$ cat config.mk
export PLATFORM = sky130hd
export DESIGN_NAME = kws_eval_sequencer
export DESIGN_NICKNAME = d
export VERILOG_FILES = /design/src/rtl/kws_eval_sequencer.sv
export SDC_FILE = /design/constraint.sdc
export NUM_CORES = 1
export LEC_CHECK = 0
export BUFFER_PORTS_ARGS = -buffer_cell sky130_fd_sc_hd__clkbuf_2
export CAP_MARGIN = 10
export CORE_MARGIN = 2
export CORE_UTILIZATION = 35
export CTS_CLUSTER_SIZE = 8
export DETAILED_ROUTE_END_ITERATION = 10
export GPL_ROUTABILITY_DRIVEN = 0
export PLACE_DENSITY_LB_ADDON = 0.08
export SLEW_MARGIN = 30
export SYNTH_ARGS = -nofsm -noshare
export SYNTH_HDL_FRONTEND = slang
export SYNTH_SLANG_ARGS = --single-unit
$ cat constraint.sdc
create_clock -name clk -period 2.8 [get_ports clk]
set_input_delay 0.56 -clock clk [delete_from_list [all_inputs] [get_ports clk]]
set_output_delay 0.56 -clock clk [all_outputs]
set_load 0.02 [all_outputs]
$ cat src/rtl/kws_eval_sequencer.sv
// kws_eval_sequencer: runs every stored sample through the classifier and scores predictions against a label ROM
module kws_eval_sequencer #(
   parameter int NUM_SAMPLES = 10,
   parameter int IDX_W = 4,
   parameter int CLASS_W = 4,
   parameter logic [NUM_SAMPLES*CLASS_W-1:0] EXPECTED_LABELS = 40'h2844585284,
   parameter int TIMEOUT_CYCLES = 100000,
   parameter int GAP_CYCLES = 2
) (
   input  logic                   clk,
   input  logic                   rst_n,
   input  logic                   run,
   output logic                   nn_start,
   output logic [IDX_W-1:0]       nn_sample_index,
   input  logic [CLASS_W-1:0]     nn_predicted_class,
   input  logic                   nn_valid,
   output logic                   busy,
   output logic                   done,
   output logic                   timeout_err,
   output logic [4:0]             pass_count,
   output logic [NUM_SAMPLES-1:0] mismatch_mask,
   output logic [CLASS_W-1:0]     last_class
);
   localparam int CNT_W = TIMEOUT_CYCLES > 2 ? $clog2(TIMEOUT_CYCLES) : 1;
   typedef enum logic [2:0] {IDLE, START, WAIT_VALID, WAIT_LOW, GAP, DONE} state_t;
   state_t state;
   logic [CNT_W-1:0] cnt;
   logic [CLASS_W-1:0] exp_label;
   logic hit, last_sample;
   assign exp_label = CLASS_W'(EXPECTED_LABELS >> (32'(nn_sample_index) * CLASS_W));
   assign hit = nn_predicted_class == exp_label;
   assign last_sample = nn_sample_index == IDX_W'(NUM_SAMPLES - 1);
   // campaign sequencer; the shared counter times WAIT_VALID and then the inter-sample gap
   always_ff @(posedge clk or negedge rst_n) begin
      if (!rst_n) begin
         state <= IDLE;
         cnt <= '0;
         nn_start <= 1'b0;
         nn_sample_index <= '0;
         busy <= 1'b0;
         done <= 1'b0;
         timeout_err <= 1'b0;
         pass_count <= '0;
         mismatch_mask <= '0;
         last_class <= '0;
      end else begin
         nn_start <= 1'b0;
         case (state)
            IDLE, DONE: if (run && !nn_valid) begin
               state <= START;
               nn_start <= 1'b1;
               busy <= 1'b1;
               done <= 1'b0;
               timeout_err <= 1'b0;
               pass_count <= '0;
               mismatch_mask <= '0;
               nn_sample_index <= '0;
            end
            START: begin
               cnt <= '0;
               state <= WAIT_VALID;
            end
            WAIT_VALID: if (nn_valid) begin
               last_class <= nn_predicted_class;
               if (hit) pass_count <= pass_count + 5'd1;
               else mismatch_mask[nn_sample_index] <= 1'b1;
               state <= WAIT_LOW;
            end else if (cnt == CNT_W'(TIMEOUT_CYCLES - 1)) begin
               timeout_err <= 1'b1;
               done <= 1'b1;
               busy <= 1'b0;
               state <= DONE;
            end else cnt <= (&cnt) ? cnt : cnt + 1'b1;
            WAIT_LOW: if (!nn_valid) begin
               cnt <= '0;
               state <= GAP;
            end
            GAP: if (cnt == CNT_W'(GAP_CYCLES - 1)) begin
               if (last_sample) begin
                  done <= 1'b1;
                  busy <= 1'b0;
                  state <= DONE;
               end else begin
                  nn_sample_index <= nn_sample_index + 1'b1;
                  nn_start <= 1'b1;
                  state <= START;
               end
            end else cnt <= cnt + 1'b1;
            default: state <= IDLE;
         endcase
      end
   end
endmodule

==> metrics.txt, run 1 <==
status=finished, final reports clean; mapped cell area=2630 um2; Main synth FF type=dfrtp_1; Worst setup EP type=flip-flop; fin util=42.0%; R2R cell count=11; die area=8230 um2; Sequential Area=1180 um2; vias in the first global route=2058; Period minus WS final=2.61 ns; pwr dens=895 nW/um2; Slew Viols, Final=0; via count=2119; initial antenna violation count=0; Longest Clk Path Bufs=2; multi-input logic area=1320 um2; TritonRoute pass-1 iters=4; Syn Area/Cell=9.44 um2; Arrival @ worst endpoint=2.84 ns; drt wl/cell=14.4 um; crit start category=flip-flop; Max Fclk=383 MHz; number of buffers created by CTS=5; CTS resizes=0; unique cell type count in the Yosys netlist=49; Crit Path Category=flip-flop to flip-flop; setup bufs post-CTS=0; clock sink count=47; max cap viols=0; switch share=45.4%; Post-synth EDFFs=0; VDD IR max=0.326 mV; Gate power share=46.9%; maximum fanout along the worst path=17; part of the power in registers=38.5%; Syn Nets=296; Pleak=0.00135 uW; synthesized instance count=279; Final setup viols=0; clk_skew=0.00901 ns; Die W=90.7 um; drt drc=0; Clock power frac=14.6%; Nets=337; H-Tree Depth=2; drt total wl=6060 um; # IOs=35; register area share after synthesis=44.7%; Worst-Skew Late Latency=0.30 ns; hpwl dp=4520 um; GR Overflow Total=0; diode count=0; Min Hold Slack=0.290 ns; wire length of the first global-routing pass=10300 um; Starting Density=36.3%; TritonCTS clock tree=done; Tightest Hold Check Type=primary input to asynchronous set/reset pin; Pint=1490 uW; largest net degree at the start of global routing=27; Core ar.=7250 um2; Die Span Y=90.7 um; FP Rows=31; worst endpoint required time=3.03 ns; Iter 0 DRT Violations=161; CTS clk-pin slew, worst paths=0.09 ns; clk root buf=clkbuf_8; P_sw=1240 uW; via/cell ratio=5.05; leading cell types in the layout, fill and taps excluded=dfrtp_1 (47), clkbuf_2 (34), nor2_1 (32); Async SR Flop Fraction=100%; Routed Antenna Nets=0; most common cell after layout, fill and taps aside=dfrtp_1; Final Hold Viols=0; Slew @ Worst Pin=0.673 ns; Setup TNS=0 ns; Slew HR=55.1%; synthesis-stage register bit count=47; # hold bufs at CTS=0; total of warnings raised by yosys=0; layout cells sized above 1=21.2%; period utilisation layout=93.3%; GR Util All Layers=15.4%; number of port buffers=34; area delta synth->final=15.6%; fillers=758
[per-layer routing]
layer  vias up  share of wire (%)  track usage, %
met4         0               0.59            3.85
met1      1008                 52            23.1
met3         2                3.4            3.01
met5         -                  0               0
li1       1076                  -               -
met2        33                 44            22.5
[final cells by class]
type / instances / share of cell area [%]
Multi-Input combinational cell: 200 / 43.5
Sequential cell: 47 / 38.6
Timing Repair Buffer: 46 / 8.55
Tap cell: 99 / 4.07
Inverter: 20 / 2.47
Clock buffer: 6 / 2.38
Clock inverter: 2 / 0.411
[power by group through the flow]
stage	Combinational, uW	Sequential [uW]	Clock, uW
after floorplan	829	1140	0
after global placement	1260	1070	0
after detailed placement	1270	1070	0
after CTS	1270	1050	425
after global routing	1420	1080	448
final	1280	1050	398
[critical path, cell delays in order, from the launching register on]
cell,delay [ns]
dfrtp_1,0.43
ha_1,0.24
and3_1,0.18
nand4_1,0.12
nor4_1,0.07
ha_1,0.18
inv_1,0.05
a21oi_1,0.05
or3_1,0.37
a21o_4,0.30
or4_1,0.42
a21oi_1,0.15
[state kept, by name, indices dropped and copies added, names as in the netlist]
| register | cells |
|---|---|
| nn_sample_index | 4 |
| state | 3 |
| cnt | 17 |
| mismatch_mask | 10 |
| busy | 1 |
| nn_start | 1 |
| done | 1 |
| timeout_err | 1 |
| pass_count | 5 |
| last_class | 4 |
[worst paths after layout]
kind,from,end,slack (ns)
max,cnt[0],cnt[10],0.19
min,rst_n,pass_count[0],0.29
max reg2reg,cnt[0],cnt[10],0.19
min reg2reg,busy,busy,0.48
max in group asynchronous,rst_n,cnt[12],1.88
min in group clk,busy,busy,0.48
[per-stage QoR]
stage	cell area (um2)	cells	setup slack [ns]	power [uW]
floorplan	2630	279	0.233	1970
global placement	2950	412	0.206	2330
detailed placement	2950	412	0.126	2330
CTS	3040	420	0.102	2750
global route	3040	420	-0.0137	2960
finish	3040	420	0.187	2730
[synthesized netlist by cell type, types with 4 or more instances]
master / n / area share (%)
a21oi_1: 16 / 3.0
nand4_1: 5 / 1.2
nand3_1: 10 / 1.9
or3_1: 7 / 1.7
ha_1: 9 / 4.3
a31oi_1: 4 / 0.95
a211oi_1: 4 / 1.1
a2111oi_2: 4 / 2.3
xnor2_1: 14 / 4.7
mux2_1: 4 / 1.7
buf_2: 7 / 1.3
nand2_1: 18 / 2.6
a21o_1: 4 / 1.1
a41oi_1: 6 / 2.0
dfrtp_1: 47 / 45
o21ai_1: 9 / 1.7
nor3_1: 4 / 0.76
inv_1: 17 / 2.4
nor2_1: 32 / 4.6
[cell families (layout without fill, tap and decap cells)]
logic type | count (synthesis) | in the layout | share of synthesized area [%]
buffers and inverters | 32 | 74 | 5.32
AND/OR/NAND/NOR | 101 | 101 | 19.5
XOR/XNOR | 14 | 14 | 4.66
adder cells (fa/ha/maj) | 9 | 9 | 4.28
flip-flops | 47 | 47 | 44.7
multiplexers | 7 | 7 | 2.85
AO/OA/AOI/OAI | 69 | 69 | 18.7
(Power assumes the default switching activity.)
==> run 2, diff against run 1 <==
ABC_AREA = 1   (was default)
CORE_ASPECT_RATIO = 1.75   (was default)
==> run 2 against run 1 <==
Clock power is 79% higher. Combinational power shrank 13%. First-iteration DRC count decreased by 20%. Critical path depth is 2 higher. Highest routed layer unchanged. Final cell count up 26%. Worst setup slack better by 0.24 ns. Worst hold slack worse by 0.082 ns. Non-clock buffer count decreased by 10. Routed wire length up 29%. Global-route usage is 2.6 points higher. Register-to-register slack better by 0.24 ns.
==> metrics.txt, run 2 <==
synth cell count leaders=nand2_1 (108), dfrtp_1 (47), nand3_1 (47); area delta synth->final=14.4%; # hold bufs at CTS=0 (unchanged); CP max stage delay=0.43 ns (about the same); drt wl/cell=14.8 um (+2.4%); Core ar.=8260 um2 (+14%); Pleak=0.00169 uW (+25%); initial antenna violation count=0 (unchanged); Pwr Total=2690 uW (-1.2%); R2R setup slack=0.43 ns (+0.24 ns); CTS clk-pin slew, worst paths=0.07 ns (-0.02 ns); H-Tree Depth=2 (unchanged); mapped cell area=2960 um2 (+12%); largest net degree at the start of global routing=31 (+15%); Nets=455 (+35%); most common cell after layout, fill and taps aside=nand2_1; Post-synth EDFFs=0 (unchanged); Arrival @ worst endpoint=2.58 ns (-0.26 ns); max cap viols=0 (unchanged); vias in the first global route=2652 (+29%); number of buffers created by CTS=5 (unchanged); crit start category=flip-flop; Max Fclk=421 MHz (+10%); synthesized instance count=402 (+44%); Setup TNS=0 ns (unchanged); Final Hold Viols=0 (unchanged); Buf/Inv on CP=1 (unchanged); CTS resizes=0 (unchanged); delay-heaviest family, CP=simple AND/OR/NAND/NOR gates; TritonRoute pass-1 iters=4 (unchanged); Worst setup EP type=flip-flop; worst endpoint required time=3.00 ns (-0.03 ns); worst setup path start=cnt[0]; R2R cell count=13 (+2); status=finished, final reports clean; hpwl dp=5940 um (+31%); Tightest Hold Check Type=primary input to asynchronous set/reset pin; Slew @ Worst Pin=0.517 ns (-0.156 ns); maximum fanout along the worst path=22 (+5); R2R Path End=cnt[8]; Period minus WS final=2.37 ns (-0.239 ns); layout cells sized above 1=15.5% (-5.7 points); number of flip-flops in the largest register=17 (unchanged); TritonCTS clock tree=done; Die W=73.5 um (-19%); Slew HR=65.4% (+10 points); drt total wl=7850 um (+29%); Crit Path Category=flip-flop to flip-flop; total of warnings raised by yosys=0 (unchanged); Min Hold Slack=0.208 ns (-0.0824 ns); r2r startpoint=cnt[0]; wire length of the first global-routing pass=12800 um (+24%); most area-hungry cell type in the Yosys netlist=dfrtp_1; RSZ-0062 raised after global routing=no; Top reg by flops=cnt; worst-path cell chain=ha_1, nand3_1, inv_1, nand4_1, nor3_1, ha_1, nor2_1, o21ai_1, a21oi_2, nand2_1, nor2_4, nand2_1, o21ai_1; switch share=43.5% (-1.9 points); synthesis-stage register bit count=47 (unchanged); Syn Area/Cell=7.35 um2 (-22%); clock sink count=47 (unchanged); Async SR Flop Fraction=100% (unchanged); Worst-Skew Late Latency=0.29 ns (about the same); Largest regs=cnt (17), mismatch_mask (10), pass_count (5); fin util=41.0% (-1.0 points); GR Overflow Total=0 (unchanged); setup bufs post-CTS=0 (unchanged); most frequent cell after synthesis=nand2_1; Starting Density=35.8% (-0.51 points); unique cell type count in the Yosys netlist=31 (-37%); # IOs=35 (unchanged); period utilisation layout=84.8% (-8.6 points); Slew Viols, Final=0 (unchanged); VDD IR max=0.290 mV (-11%); FP Rows=44 (+42%); GR Util All Layers=17.9% (+2.6 points); Clock power frac=26.5% (+12 points); Worst path depth=13 (+2); Iter 0 DRT Violations=129 (-20%); number of port buffers=34 (unchanged); via count=2677 (+26%); Final setup viols=0 (unchanged); P_sw=1170 uW (-5.5%); register area share after synthesis=39.8% (-4.9 points); Die Span Y=126 um (+38%); pwr dens=796 nW/um2 (-11%); Longest Clk Path Bufs=2 (unchanged); leading cell types in the layout, fill and taps excluded=nand2_1 (108), nand3_1 (47), dfrtp_1 (47); Synth top area share=39.8% (-4.9 points); via/cell ratio=5.04 (about the same); Syn Nets=419 (+42%); drt drc=0 (unchanged); top cells by area, synth=dfrtp_1 (40%), nand2_1 (14%), nand3_1 (8.0%); slowest stage cell, crit path=dfrtp_1; Routed Antenna Nets=0 (unchanged); Pint=1520 uW (+2.3%); part of the power in registers=32.4% (-6.1 points); Main synth FF type=dfrtp_1; end of the critical path=cnt[8]; die area=9220 um2 (+12%); clk root buf=clkbuf_16; diode count=0 (unchanged); clk_skew=0.00594 ns (-0.00308 ns); Gate power share=41.1% (-5.8 points)
==> run 2: worst min path at each step <==
stage               endpoint  slack (ns)  cells past startpoint
6_report       last_class[2]        0.21                      1
5_1_grt        last_class[2]        0.23                      1
4_1_cts        last_class[2]        0.22                      1
3_5_place_dp            done        0.47                      2
3_3_place_gp            busy        0.46                      2
2_1_floorplan           busy        0.26                      0
==> run 2: kinds of logic (layout without fill, tap and decap cells) <==
| logic type | Yosys count | after routing | share of synthesized area (%) |
|---|---|---|---|
| compound gates | 40 | 40 | 7.92 |
| xor+xnor | 14 | 14 | 4.15 |
| fa+ha+maj | 9 | 9 | 3.81 |
| buf+inv | 55 | 92 | 7.71 |
| flops | 47 | 47 | 39.8 |
| simple gates | 237 | 237 | 36.6 |
==> run 2: power groups by stage <==
stage | combinational [uW] | sequential (uW) | clock (uW)
after floorplan | 787 | 959 | 0
after global placement | 1120 | 881 | 0
after detailed placement | 1120 | 886 | 0
after CTS | 1130 | 873 | 735
after global routing | 1260 | 889 | 766
final | 1110 | 872 | 714
==> run 2: metrics by stage <==
step                      instances  cell area (um2)  setup WS, ns
after floorplan                 402             2960         0.875
after global placement          523             3210         0.468
after detailed placement        523             3210         0.438
after CTS                       531             3380         0.427
after global routing            531             3380         0.213
final                           531             3380         0.426
==> run 2: cell type report <==
class / instances / area, um2
Multi-Input combinational cell: 300 / 1550
Inverter: 48 / 180
Clock inverter: 2 / 35.0
Clock buffer: 6 / 139
Fill cell: 903 / 4880
Sequential cell: 47 / 1180
Timing Repair Buffer: 36 / 185
Tap cell: 92 / 115
==> run 2: routing by layer <==
layer	track usage (%)	part of all wire [%]	vias to the layer above
li1	-	-	1379
met1	19.4	39	1233
met2	33.2	56	53
met3	2.74	2.5	12
met4	7.06	2.6	0
met5	0	0	-
==> run 3, diff against run 2 <==
ABC_AREA = 0   (was 1)
clock period = 2.3 ns   (was 2.8 ns; I/O delays follow)
==> run 3 against run 2 <==
The run now ends with negative setup slack left. Core utilization up 8.5 points. Clock power rose by 18%. Combinational power is 90% higher. Final cell count is 17% lower. Critical path depth shrank 2. Largest cell class unchanged.
==> metrics.txt, run 3 (synthesis results as in run 1) <==
status=finished, violations left; failing checks=negative setup slack; number of port buffers=34 (unchanged); GR Overflow Total=0 (unchanged); # IOs=35 (unchanged); clk root buf=clkbuf_16; Pleak=0.00158 uW (-6.2%); crit start category=flip-flop; Final setup viols=2 (+2); Period minus WS final=2.34 ns (-0.0322 ns); diode count=0 (unchanged); Max Fclk=427 MHz (+1.4%); wire length of the first global-routing pass=11600 um (-9.9%); CP max stage delay=0.42 ns (about the same); pwr dens=1170 nW/um2 (+47%); initial antenna violation count=0 (unchanged); slowest stage cell, crit path=or4_4; Largest regs=cnt (17), mismatch_mask (10), pass_count (5); Arrival @ worst endpoint=2.56 ns (-0.02 ns); Slew Viols, Final=0 (unchanged); drt drc=0 (unchanged); RSZ-0062 raised after global routing=yes; drt wl/cell=15.7 um (+6.2%); area delta synth->final=35.8%; Worst setup EP type=flip-flop; Slew @ Worst Pin=0.758 ns (+0.241 ns); worst-path cell chain=ha_2, and3_4, nand4_1, nor4_2, ha_2, inv_2, a21oi_2, or3_4, a21o_4, or4_4, a21oi_2; via count=2335 (-13%); clk_skew=0.00531 ns (-0.000624 ns); TritonRoute pass-1 iters=4 (unchanged); Crit Path Category=flip-flop to flip-flop; Worst-Skew Late Latency=0.29 ns (about the same); worst endpoint required time=2.52 ns (-0.48 ns); Iter 0 DRT Violations=82 (-36%); period utilisation layout=102% (+17 points); TritonCTS clock tree=done; P_sw=1710 uW (+46%); leading cell types in the layout, fill and taps excluded=dfrtp_1 (45), buf_4 (43), clkbuf_2 (34); number of buffers created by CTS=5 (unchanged); H-Tree Depth=2 (unchanged); largest net degree at the start of global routing=28 (-9.7%); Final Hold Viols=0 (unchanged); drt total wl=6960 um (-11%); Tightest Hold Check Type=primary input to asynchronous set/reset pin; Clock power frac=20.2% (-6.3 points); VDD IR max=0.552 mV (+91%); Buf/Inv on CP=1 (unchanged); Die W=69.6 um (-5.3%); Nets=373 (-18%); Routed Antenna Nets=0 (unchanged); die area=8260 um2 (-10%); number of flip-flops in the largest register=17 (unchanged); hpwl dp=5250 um (-12%); switch share=40.9% (-2.6 points); Top reg by flops=cnt; GR Util All Layers=17.9% (-0.047 points); maximum fanout along the worst path=7 (-68%); Setup TNS=-0.0798 ns (-0.0798 ns); Pint=2470 uW (+63%); Longest Clk Path Bufs=2 (unchanged); Starting Density=36.4% (+0.61 points); Gate power share=50.6% (+9.5 points); via/cell ratio=5.27 (+4.6%); final worst slack=-0.0418 ns (-0.468 ns); # hold bufs at CTS=0 (unchanged); vias in the first global route=2380 (-10%); FP Rows=41 (-6.8%); Core ar.=7230 um2 (-12%); clock sink count=47 (unchanged); max cap viols=0 (unchanged); most common cell after layout, fill and taps aside=dfrtp_1; delay-heaviest family, CP=simple AND/OR/NAND/NOR gates; Die Span Y=119 um (-5.4%); dpl ws=-0.124 ns (-0.562 ns); part of the power in registers=29.3% (-3.1 points); CTS clk-pin slew, worst paths=0.06 ns (about the same); layout cells sized above 1=36.4% (+21 points); Slew HR=49.3% (-16 points)
-- run 3: changes by cell type in the layout (fill, tap and decap cells not counted), sizes merged, moves of 5 or more --
| cell | delta |
|---|---|
| buf | +46 |
| nand3 | -40 |
| xnor2 | +12 |
| o21ai | -12 |
| inv | -28 |
| xor2 | -12 |
| nor2 | -14 |
| a21oi | +5 |
| a41oi | +6 |
| nand4 | -9 |
| or3 | +7 |
| a211oi | +5 |
| nand2 | -96 |
-- run 3: final cells by class --
type / count / area [um2]
Fill cell: 711 / 3660
Multi-Input combinational cell: 200 / 1480
Sequential cell: 47 / 1180
Timing Repair Buffer: 82 / 562
Clock buffer: 6 / 139
Tap cell: 86 / 108
Inverter: 20 / 75.1
Clock inverter: 2 / 35.0
-- run 3: per-stage QoR --
| step | hold WS [ns] | total power, uW | instance area (um2) | utilization (%) | instances |
|---|---|---|---|---|---|
| floorplan | 0.164 | 2410 | 2650 | - | 279 |
| global placement | 0.473 | 3080 | 3180 | 44.0 | 429 |
| detailed placement | 0.480 | 3090 | 3180 | 44.0 | 429 |
| CTS | 0.171 | 4160 | 3500 | 48.4 | 442 |
| global route | 0.203 | 4500 | 3570 | 49.4 | 443 |
| finish | 0.162 | 4180 | 3570 | 49.4 | 443 |
-- run 3: path summary, 6_finish.rpt --
| kind | slack (ns) | end | startpoint | cells after the start |
|---|---|---|---|---|
| setup / recovery | -0.04 | cnt[10] | cnt[1] | 11 |
| hold / removal | 0.16 | nn_sample_index[2] | rst_n | 1 |
| setup reg to reg | -0.04 | cnt[10] | cnt[1] | 11 |
| hold reg to reg | 0.49 | busy | busy | 1 |
| max in group asynchronous | 1.57 | nn_sample_index[1] | rst_n | 2 |
| min in group clk | 0.42 | last_class[1] | nn_predicted_class[1] | 2 |
-- run 3: metal layers --
metal | up-vias | share of wire [%] | GRT usage [%]
met5 | - | 0 | 0
met4 | 0 | 2.6 | 8.09
met3 | 12 | 2.5 | 2.90
met2 | 45 | 58 | 34.9
met1 | 1123 | 37 | 17.9
li1 | 1155 | - | -
-- run 3: timing repair --
action / CTS / global route
setup endpoints to repair: 14 / 22
pin swaps: 9 / 11
cloned: 0 / 0
buffers inserted: 5 / 1
gates resized for setup: 19 / 15
-- run 3: power by group through the flow --
| stage | Sequential [uW] | Clock (uW) | Combinational, uW |
|---|---|---|---|
| after CTS | 1230 | 876 | 2060 |
| after global placement | 1230 | 0 | 1840 |
| after global routing | 1250 | 911 | 2340 |
| after detailed placement | 1240 | 0 | 1850 |
| final | 1220 | 844 | 2110 |
| after floorplan | 1390 | 0 | 1020 |
